$ cat src/rtl/fmul_round_norm.sv
// fmul_round_norm: normalize/round/saturate stage after the FP mantissa multiplier.
// Optional directed rounding modes via `define FMUL_ROUND_MODE_EN.
module fmul_round_norm #(
   parameter int WSIG      = 23,
   parameter int WEXP      = 8,
   parameter int PRODWIDTH = 2*(WSIG+1)
) (
   input  logic                 clk,
   input  logic                 reset,
   input  logic                 in_valid,
   output logic                 in_ready,
   input  logic [PRODWIDTH-1:0] prod,
   input  logic                 twoormore,
   input  logic [WEXP+1:0]      exp_in,
   input  logic                 sign_in,
   input  logic                 zero_in,
`ifdef FMUL_ROUND_MODE_EN
   input  logic [1:0]           rnd_mode,
`endif
   output logic                 out_valid,
   input  logic                 out_ready,
   output logic                 sign_out,
   output logic [WEXP-1:0]      exp_out,
   output logic [WSIG-1:0]      frac_out,
   output logic                 overflow,
   output logic                 underflow
);

   localparam int P  = PRODWIDTH;
   localparam int WE = WEXP+2;
   localparam logic signed [WE-1:0] EMAX  = WE'((1 << WEXP) - 1);
   localparam logic signed [WE-1:0] EZERO = '0;

   logic advance;
   assign advance  = !out_valid | out_ready;
   assign in_ready = advance;

   // top product bit is carried separately as twoormore
   logic unused_msb;
   assign unused_msb = prod[P-1];

   logic [WSIG-1:0]        nfrac;
   logic                   ng;
   logic                   ns;
   logic signed [WE-1:0]   ne;

   always_comb begin
      nfrac = prod[P-3 -: WSIG];
      ng    = prod[P-3-WSIG];
      ns    = |prod[P-4-WSIG:0];
      if (twoormore) begin
         nfrac = prod[P-2 -: WSIG];
         ng    = prod[P-2-WSIG];
         ns    = |prod[P-3-WSIG:0];
      end
      ne = $signed(exp_in) + $signed({{(WE-1){1'b0}}, twoormore});
   end

   logic                 v1;
   logic [WSIG-1:0]      f1;
   logic                 g1;
   logic                 st1;
   logic signed [WE-1:0] e1;
   logic                 sg1;
   logic                 z1;
`ifdef FMUL_ROUND_MODE_EN
   logic [1:0]           m1;
`endif

   always_ff @(posedge clk or posedge reset) begin
      if (reset) begin
         v1  <= 1'b0;
         f1  <= '0;
         g1  <= 1'b0;
         st1 <= 1'b0;
         e1  <= '0;
         sg1 <= 1'b0;
         z1  <= 1'b0;
`ifdef FMUL_ROUND_MODE_EN
         m1  <= 2'b00;
`endif
      end else if (advance) begin
         v1  <= in_valid;
         f1  <= nfrac;
         g1  <= ng;
         st1 <= ns;
         e1  <= ne;
         sg1 <= sign_in;
         z1  <= zero_in;
`ifdef FMUL_ROUND_MODE_EN
         m1  <= rnd_mode;
`endif
      end
   end

   logic                 rup;
   logic                 satmax;
   logic [WSIG:0]        sum;
   logic                 c;
   logic [WSIG-1:0]      fr;
   logic signed [WE-1:0] e2;
   logic [WEXP-1:0]      xexp;
   logic [WSIG-1:0]      xfrac;
   logic                 xov;
   logic                 xun;

   always_comb begin
      rup    = g1 & (st1 | f1[0]);
      satmax = 1'b0;
`ifdef FMUL_ROUND_MODE_EN
      unique case (m1)
         2'b00: rup = g1 & (st1 | f1[0]);
         2'b01: begin
            rup    = 1'b0;
            satmax = 1'b1;
         end
         2'b10: begin
            rup    = !sg1 & (g1 | st1);
            satmax = sg1;
         end
         default: begin
            rup    = sg1 & (g1 | st1);
            satmax = !sg1;
         end
      endcase
`endif
      sum   = {1'b0, f1} + {{WSIG{1'b0}}, rup};
      c     = sum[WSIG];
      fr    = c ? '0 : sum[WSIG-1:0];
      e2    = e1 + $signed({{(WE-1){1'b0}}, c});
      xexp  = e2[WEXP-1:0];
      xfrac = fr;
      xov   = 1'b0;
      xun   = 1'b0;
      if (z1) begin
         xexp  = '0;
         xfrac = '0;
      end else if (e2 >= EMAX) begin
         xov = 1'b1;
         if (satmax) begin
            xexp  = {{(WEXP-1){1'b1}}, 1'b0};
            xfrac = '1;
         end else begin
            xexp  = '1;
            xfrac = '0;
         end
      end else if (e2 <= EZERO) begin
         xexp  = '0;
         xfrac = '0;
         xun   = 1'b1;
      end
   end

   always_ff @(posedge clk or posedge reset) begin
      if (reset) begin
         out_valid <= 1'b0;
         sign_out  <= 1'b0;
         exp_out   <= '0;
         frac_out  <= '0;
         overflow  <= 1'b0;
         underflow <= 1'b0;
      end else if (advance) begin
         out_valid <= v1;
         sign_out  <= sg1;
         exp_out   <= xexp;
         frac_out  <= xfrac;
         overflow  <= xov & v1;
         underflow <= xun & v1;
      end
   end

endmodule

$ cat config.mk
export PLATFORM = sky130hd
export DESIGN_NAME = fmul_round_norm
export DESIGN_NICKNAME = d
export VERILOG_FILES = /design/src/rtl/fmul_round_norm.sv
export SDC_FILE = /design/constraint.sdc
export NUM_CORES = 1
export LEC_CHECK = 0
export ABC_CLOCK_PERIOD_IN_PS = 5000
export BUFFER_PORTS_ARGS = -buffer_cell sky130_fd_sc_hd__buf_2
export CAP_MARGIN = 10
export CORE_AREA = 2 2 99 101
export DETAILED_ROUTE_END_ITERATION = 16
export DIE_AREA = 0 0 101 103
export GPL_TIMING_DRIVEN = 0
export PLACE_DENSITY = 0.71
export SETUP_SLACK_MARGIN = 0.5
export SYNTH_ARGS = -nofsm -noshare
export SYNTH_HDL_FRONTEND = slang
export SYNTH_SLANG_ARGS = --single-unit
$ cat constraint.sdc
create_clock -name clk -period 5 [get_ports clk]
set_clock_uncertainty 0.05 [all_clocks]
set_input_delay 0 -clock clk [delete_from_list [all_inputs] [get_ports clk]]
set_output_delay 0 -clock clk [all_outputs]
set_load 0.01 [all_outputs]
==> metrics.md, run 1 <==
| Metric | Value |
|---|---|
| Critical path data required time | `approximately 5.2 ns` |
| Count of cells resized by post-cts repair | `0` |
| Leakage Power | `0.00249 uW` |
| Count of routing violations after the opening detailed-route iteration | `approximately 150` |
| Antenna diode count | `0` |
| RSZ-0062 raised after global routing | `false` |
| Setup slack of the worst register-to-register path | `1.0 ns` |
| Effective utilization at floorplan | `43.3%` |
| Number of antenna-violating nets in the routed design | `0` |
| Number of buffers added on ports | `99` |
| Setup crit start kind | `flip-flop` |
| Count of final max-slew check failures | `0` |
| Largest fanout on the critical path | `10` |
| Clock network latency to the later pin of the worst-skew pair | `0.36 ns` |
| Final #Nets | `657` |
| Die X-Extent | `101 um` |
| Largest delay share family, worst path | `simple AND/OR/NAND/NOR gates` |
| Worst hold endpoint | `v1$_DFFE_PP0P_` |
| Worst slew margin relative to its limit | `41.0%` |
| Post-route setup TNS | `0 ns` |
| Fraction of the yosys area taken by sequential cells | `44.6%` |
| Total number of yosys warnings | `0` |
| Buffers & Inverters on Critical Path | `1` |
| Routed WL per cell | `14.7 um` |
| Max cap viols | `0` |
| Total Wirelength | `10.4 mm` |
| Start point of the worst min-delay path | `out_ready` |
| Boundary Pins | `101` |
| Clock edge transition at the registers on the reported setup and hold paths | `0.08 ns` |
| Worst VDD drop | `~0.15 mV` |
| CP arrival | `4.22 ns` |
| Cell count of the worst reg-to-reg path | `13` |
| Mapped Area | `approximately 4000 um^2` |
| Worst min-delay path category | `in -> reg` |
| FMAX | `0.250 GHz` |
| Height of the chip | `103 um` |
| Measured slew at the worst slew-check pin | `0.885 ns` |
| Power per cell area | `about 300 nW/um^2` |
| Start-to-end type of the worst setup path | `reg -> reg` |
| Area of the placeable core | `9460 um^2` |
| Vias per inst | `5.17` |
| Area growth, synth to finish | `32.7%` |
| Share of the clock period used by the worst path after layout | `80.1%` |
| First-pass iteration count of the detailed router | `4` |
| Final estimated routing congestion in global placement | `0.877` |
| Detailed placement HPWL | `7.31 mm` |
| Pin count of the biggest net entering global routing | `74` |
| Overflow after GRT | `0` |
| Critical Path Max Stage Delay | `0.59 ns` |
| Share of the core filled with cells in the final layout | `57.4%` |
| Syn Inst Count | `424` |
| Number of buffers created by CTS | `9` |
| Crit path time final | `4.00 ns` |
| Number of buffers on the longest clock path | `2` |
| Critical R2R Capture | `frac_out[10]$_DFFE_PP0P_` |
| Post-synth top flop | `dfrtp_1` |
| Number of unique standard cell types used by synthesis | `45` |
| Die area | `about 10000 um^2` |
| Number of flip-flops and latches in the synthesized netlist | `73` |
| Root Driver | `clkbuf_8` |
| Mean cell area of the mapped netlist | `9.65 um^2` |
| Nature of the critical path endpoint | `flip-flop` |
| Reg-to-reg critical path startpoint | `f1[0]$_DFFE_PP0P_` |
| Clock sink total | `73` |
| Post-synthesis net count | `496` |
| Count of flip-flops with a built-in enable after synthesis | `0` |
| Critical path origin | `f1[0]$_DFFE_PP0P_` |
| Final setup violation count | `0` |
| Std cell rows | `36` |
| Count of H-tree levels built during CTS | `3` |
| Via count of the first global-routing pass | `3646` |
| Post-synthesis async set-or-reset flop share | `100%` |
| Outcome | `finished, final reports clean` |
| CP max-delay cell | `nor4_1` |
| Global-route wire length before repair | `17.1 mm` |
| Cell-by-cell listing of the critical path | `o21a_1, ha_1, nand3_1, nor2_1, nand2_1, nor4_1, ha_1, nand3_1, nor3_2, mux2i_2, o211ai_4, buf_6, o31ai_2` |
| Fraction of layout instances using a drive strength above 1 | `26.6%` |
| TritonCTS clock tree | `done` |
| Number of antenna violations at the first check in global routing | `0` |
| Endpoints failing hold | `0` |
| Gr usage total | `21.1%` |
| Overall via count from detail_route | `approximately 3.6k` |
| Min-Delay Path Depth | `5` |
| # DRC | `0` |
[timing repair]
| action | 4_1_cts | 5_1_grt |
|---|---|---|
| endpoints found under the hold margin | 111 | 0 |
| setup buffers | 0 | 0 |
| hold buffers | 51 | 0 |
[how the worst max path moves through the flow]
stage	to	depth (start not counted)	slack, ns
2_1_floorplan	frac_out[10]$_DFFE_PP0P_	13	1.90
3_3_place_gp	frac_out[4]$_DFFE_PP0P_	13	1.19
3_5_place_dp	frac_out[10]$_DFFE_PP0P_	13	1.13
4_1_cts	frac_out[10]$_DFFE_PP0P_	13	1.09
5_1_grt	frac_out[10]$_DFFE_PP0P_	13	0.69
6_report	frac_out[10]$_DFFE_PP0P_	13	1.0
[tightest hold or removal path, cell delays in order]
cell     delay, ns
buf_2         0.08
nor2b_1       0.07
inv_1         0.15
nand2_1       0.07
o21ai_0       0.06
[cells by family (layout without fill, tap and decap cells)]
group / Yosys count / after routing / synth area share (%)
simple gates: 167 / 167 / 19.8
compound gates: 82 / 82 / 14.9
flops: 73 / 73 / 44.6
xor+xnor: 37 / 37 / 7.92
buf+inv: 33 / 199 / 4.37
mux: 25 / 25 / 6.21
fa+ha+maj: 7 / 7 / 2.14
[metrics by stage]
step	cell area [um^2]	std cells	worst slack, ns	hold WS, ns	power (uW)
final	5430	704	0.997	0.0539	1600
after global routing	5430	704	0.686	0.0903	1700
after CTS	5430	704	1.09	0.0410	1610
after detailed placement	4730	637	1.13	0.149	1130
after global placement	4730	637	1.19	0.146	1110
after floorplan	4090	424	1.90	0.0625	989
[flip-flops by register name, summed over array words and instances (netlist names)]
| register | count |
|---|---|
| frac_out | 23 |
| z1 | 1 |
| sign_out | 1 |
| v1 | 1 |
| out_valid | 1 |
| f1 | 23 |
| sg1 | 1 |
| underflow | 1 |
| overflow | 1 |
| g1 | 1 |
| e1 | 10 |
| exp_out | 8 |
| st1 | 1 |
[layout by cell type (no fill, tap or decap), types with 2 or more instances in the layout]
| cell type | n |
|---|---|
| mux2i_1 | 24 |
| nor4_1 | 5 |
| buf_2 | 104 |
| o31ai_1 | 4 |
| inv_1 | 4 |
| and4_1 | 6 |
| dfrtp_1 | 73 |
| clkinv_2 | 2 |
| nand2b_1 | 2 |
| a22o_1 | 4 |
| o21ai_2 | 12 |
| nand2_1 | 90 |
| clkbuf_1 | 18 |
| a31oi_1 | 4 |
| nor2_1 | 9 |
| o21a_1 | 2 |
| nor3_1 | 8 |
| and3_1 | 6 |
| xor2_1 | 21 |
| nand3_1 | 24 |
| clkbuf_8 | 9 |
| buf_6 | 6 |
| xnor2_1 | 16 |
| ha_1 | 7 |
| nor3_2 | 2 |
| o31ai_2 | 8 |
| dlygate4sd3_1 | 51 |
| o21ai_0 | 40 |
| nand4_1 | 6 |
[synth_stat cells, types with 2 or more instances]
library cell	n	area share, %
nor2_1	9	0.83
ha_1	7	2.1
and3_1	6	0.92
nand4_1	6	0.92
and4_1	6	1.3
o21ai_2	12	2.6
clkbuf_1	16	1.5
dfrtp_1	73	45
a31oi_1	4	0.61
nand2_1	90	8.3
xnor2_1	16	3.4
xor2_1	21	4.5
buf_6	6	1.7
nand2b_1	2	0.31
nand3_1	24	2.9
o21ai_0	40	4.9
o31ai_1	4	0.73
inv_1	5	0.46
nor3_2	2	0.49
a22o_1	4	0.86
nor4_1	5	0.76
o21a_1	2	0.37
mux2i_1	24	5.9
nor3_1	8	0.98
o31ai_2	8	2.4
buf_2	5	0.61
[routing by layer]
layer / global-route usage [%] / wire length [um] / vias to the layer above
met3: 5.02 / 513 / 18
met1: 24.3 / 4280 / 1706
li1: - / - / 1813
met4: 6.65 / 188 / 0
met2: 39.0 / 5400 / 106
met5: 0 / 0 / -
[layout make-up]
cell class	count	area [um^2]
Fill cell	832	4030
Multi-Input combinational cell	318	2090
Sequential cell	73	1830
Timing Repair Buffer	150	1010
Buffer	28	160
Tap cell	114	143
Clock buffer	11	131
Clock inverter	5	56.3
Inverter	5	21.3
[power breakdown]
part	switching [uW]	leakage [uW]	internal [uW]
sequential	68.4	0.000922	670
combinational	224	0.00147	190
clock	223	0.0000933	230
total	515	0.00249	1090
Power figures use the tool's default switching activity.
==> run 2, diff against run 1 <==
--- a/config.mk
+++ b/config.mk
@@ -5,7 +5,7 @@
 export SDC_FILE = /design/constraint.sdc
 export NUM_CORES = 1
 export LEC_CHECK = 0
-export ABC_CLOCK_PERIOD_IN_PS = 5000
+export ABC_CLOCK_PERIOD_IN_PS = 3800
 export BUFFER_PORTS_ARGS = -buffer_cell sky130_fd_sc_hd__buf_2
 export CAP_MARGIN = 10
 export CORE_AREA = 2 2 99 101
==> constraint.sdc (replaced) <==
create_clock -name clk -period 3.8 [get_ports clk]
set_clock_uncertainty 0.05 [all_clocks]
set_input_delay 0 -clock clk [delete_from_list [all_inputs] [get_ports clk]]
set_output_delay 0 -clock clk [all_outputs]
set_load 0.01 [all_outputs]
==> run 2 against run 1 <==
  * Critical path depth up 1
  * Clock power is 31% higher
  * Global-route usage up 0.11 points
  * Sequential power rose by 32%
  * Largest power group unchanged
==> metrics.md, run 2 (synthesized netlist as in run 1, its figures left out) <==
| Metric | Value |
|---|---|
| Outcome | `finished, final reports clean` |
| Setup slack of the worst register-to-register path | `0.57 ns (-0.43 ns)` |
| Met3 global-route usage | `4.81% (-0.20 points)` |
| Critical path data required time | `3.99 ns (-1.23 ns)` |
| Internal power of the cells | `1480 uW (+35%)` |
| Start point of the worst min-delay path | `out_ready` |
| Boundary Pins | `101 (unchanged)` |
| Detailed placement HPWL | `7.31 mm (unchanged)` |
| Total Wirelength | `10.9 mm (+5.3%)` |
| First-pass iteration count of the detailed router | `4 (unchanged)` |
| Largest fanout on the critical path | `7 (-3)` |
| Fraction of power spent switching nets | `32.5% (+0.43 points)` |
| Max cap viols | `0 (unchanged)` |
| Worst slew margin relative to its limit | `40.8% (-0.18 points)` |
| Fraction of layout instances using a drive strength above 1 | `30.3% (+3.7 points)` |
| Antenna diode count | `0 (unchanged)` |
| Final #Nets | `670 (+2.0%)` |
| CP max-delay cell | `or4_4` |
| Clock edge transition at the registers on the reported setup and hold paths | `0.08 ns (about the same)` |
| TritonCTS clock tree | `done` |
| Std cell rows | `36 (unchanged)` |
| Reg-to-reg critical path startpoint | `f1[0]$_DFFE_PP0P_` |
| Clock network fraction of design power | `27.2% (-1.0 points)` |
| Pin count of the biggest net entering global routing | `74 (unchanged)` |
| Via count of the first global-routing pass | `3647 (+0.027%)` |
| Overall via count from detail_route | `3735 (+2.5%)` |
| Number of fillers in the final layout | `786 (-5.5%)` |
| Critical Path Max Stage Delay | `0.57 ns (-0.02 ns)` |
| Worst min-delay path category | `in -> reg` |
| Worst hold endpoint | `v1$_DFFE_PP0P_` |
| Global-route wire length before repair | `17.2 mm (+0.40%)` |
| RSZ-0062 raised after global routing | `true` |
| Share of the core filled with cells in the final layout | `60.9% (+3.5 points)` |
| Final hold slack | `0.0514 ns (-0.00247 ns)` |
| Overflow after GRT | `0 (unchanged)` |
| Min-Delay Path Depth | `5 (unchanged)` |
| Height of the chip | `103 um (unchanged)` |
| Leakage Power | `0.00262 uW (+5.4%)` |
| Highest-utilization routing layer at the global route stage | `met2` |
| Area growth, synth to finish | `40.8%` |
| Final setup violation count | `0 (unchanged)` |
| Number of antenna-violating nets in the routed design | `0 (unchanged)` |
| Start-to-end type of the worst setup path | `reg -> reg` |
| Worst VDD drop | `0.202 mV (+33%)` |
| Effective utilization at floorplan | `43.3% (unchanged)` |
| Routed WL per cell | `15.2 um (+3.3%)` |
| Number of buffers on the longest clock path | `2 (unchanged)` |
| Flop pwr share | `44.6% (-1.4 points)` |
| Most common library cell in the layout ignoring fill and taps | `buf_2` |
| FMAX | `0.309 GHz (+24%)` |
| Clock network latency to the later pin of the worst-skew pair | `0.36 ns (about the same)` |
| CP arrival | `3.42 ns (-0.80 ns)` |
| Gr usage total | `21.3% (+0.11 points)` |
| Registers with the most flip-flops | `f1 x23, frac_out x23, e1 x10` |
| Largest delay share family, worst path | `simple AND/OR/NAND/NOR gates` |
| Crit path time final | `3.23 ns (-0.772 ns)` |
| Highest-count cells in the layout ignoring fill and taps | `buf_2 (104), nand2_1 (89), dfrtp_1 (72)` |
| Final estimated routing congestion in global placement | `0.877 (unchanged)` |
| Die area | `10400 um^2 (unchanged)` |
| Area of the placeable core | `9460 um^2 (unchanged)` |
| Nature of the critical path endpoint | `flip-flop` |
| Number of buffers created by CTS | `9 (unchanged)` |
| Vias per inst | `5.21 (+0.67%)` |
| GR Layer Usage met2 | `39.0% (unchanged)` |
| Count of H-tree levels built during CTS | `3 (unchanged)` |
| # DRC | `0 (unchanged)` |
| Count of final max-slew check failures | `0 (unchanged)` |
| Levels on crit path | `14 (+1)` |
| Critical R2R Capture | `frac_out[4]$_DFFE_PP0P_` |
| Switching power summed over all nets | `711 uW (+38%)` |
| Number of buffers added on ports | `99 (unchanged)` |
| Cell count of the worst reg-to-reg path | `14 (+1)` |
| Setup crit start kind | `flip-flop` |
| Number of antenna violations at the first check in global routing | `0 (unchanged)` |
| Cell-by-cell listing of the critical path | `o21a_1, ha_4, nand3_4, nor2_4, nand2_2, nor4_4, ha_2, ha_4, a31oi_4, or4_4, o211ai_4, buf_12, clkbuf_16, o31ai_4` |
| Met1 track demand over resource | `24.3% (+0.064 points)` |
| Buffers & Inverters on Critical Path | `2 (+1)` |
| Combinational group share of total power | `28.2% (+2.4 points)` |
| Root Driver | `clkbuf_8` |
| Clock sink total | `73 (unchanged)` |
| Power per cell area | `380 nW/um^2 (+28%)` |
| Die X-Extent | `101 um (unchanged)` |
| Measured slew at the worst slew-check pin | `0.888 ns (+0.00271 ns)` |
| Share of the clock period used by the worst path after layout | `85.0% (+5.0 points)` |
| Count of routing violations after the opening detailed-route iteration | `113 (-26%)` |
| Endpoints failing hold | `0 (unchanged)` |
| Crit path top cell by count | `ha_4` |
run 2: through the flow:
step	power (uW)	TNS (ns)	area [um^2]	setup slack (ns)	std cells
global placement	1460	-0.0225	4730	-0.00941	637
detailed placement	1480	-0.369	4730	-0.0682	637
global route	2310	0	5760	0.457	717
floorplan	1300	0	4090	0.696	424
finish	2190	0	5760	0.569	717
CTS	2120	0	5490	0.540	706
run 2: power by group through the flow:
stage | Combinational [uW] | Sequential (uW) | Clock, uW
4_1_cts | 550 | 970 | 601
5_1_grt | 684 | 989 | 635
3_5_place_dp | 495 | 985 | 0
6_report | 616 | 975 | 595
3_3_place_gp | 483 | 981 | 0
2_1_floorplan | 312 | 989 | 0
run 2: repair_timing:
item	CTS	global route
resized for setup	8	22
hold buffers	51	0
pin swaps	2	28
setup endpoints to repair	33	24
cloned	0	2
buffers inserted	2	9
hold endpoints to repair	111	0
run 2: worst register-to-register path: stages, from the launching register on:
cell and delay [ns]:
dfrtp_1 0.37, o21a_1 0.19, ha_4 0.18, nand3_4 0.10, nor2_4 0.11, nand2_2 0.08, nor4_4 0.36, ha_2 0.26
ha_4 0.18, a31oi_4 0.09, or4_4 0.57, o211ai_4 0.20, buf_12 0.16, clkbuf_16 0.16, o31ai_4 0.05
run 2: worst max-delay path by stage:
stage	startpoint	to	slack, ns
after floorplan	f1[0]$_DFFE_PP0P_	frac_out[10]$_DFFE_PP0P_	0.70
after global placement	f1[0]$_DFFE_PP0P_	frac_out[4]$_DFFE_PP0P_	-0.009
after detailed placement	f1[0]$_DFFE_PP0P_	frac_out[10]$_DFFE_PP0P_	-0.07
after CTS	f1[0]$_DFFE_PP0P_	frac_out[10]$_DFFE_PP0P_	0.54
after global routing	f1[0]$_DFFE_PP0P_	frac_out[13]$_DFFE_PP0P_	0.46
final	f1[0]$_DFFE_PP0P_	frac_out[4]$_DFFE_PP0P_	0.57
run 2: final cells by class:
type	count	area [um^2]	area share, %
plain buffers	28	174	3.02
clock buffers	11	131	2.28
clock inverters	5	56.3	0.977
inverters	5	21.3	0.369
multi-input cells	318	2260	39.2
flip-flops and latches	73	1830	31.7
well taps	114	143	2.48
repair buffers	163	1150	20.0
run 2: routing by layer:
| layer | up-vias | routed length [um] |
|---|---|---|
| li1 | 1841 | - |
| met1 | 1773 | 4380 |
| met2 | 102 | 5810 |
| met3 | 19 | 493 |
| met4 | 0 | 244 |
| met5 | - | 0 |
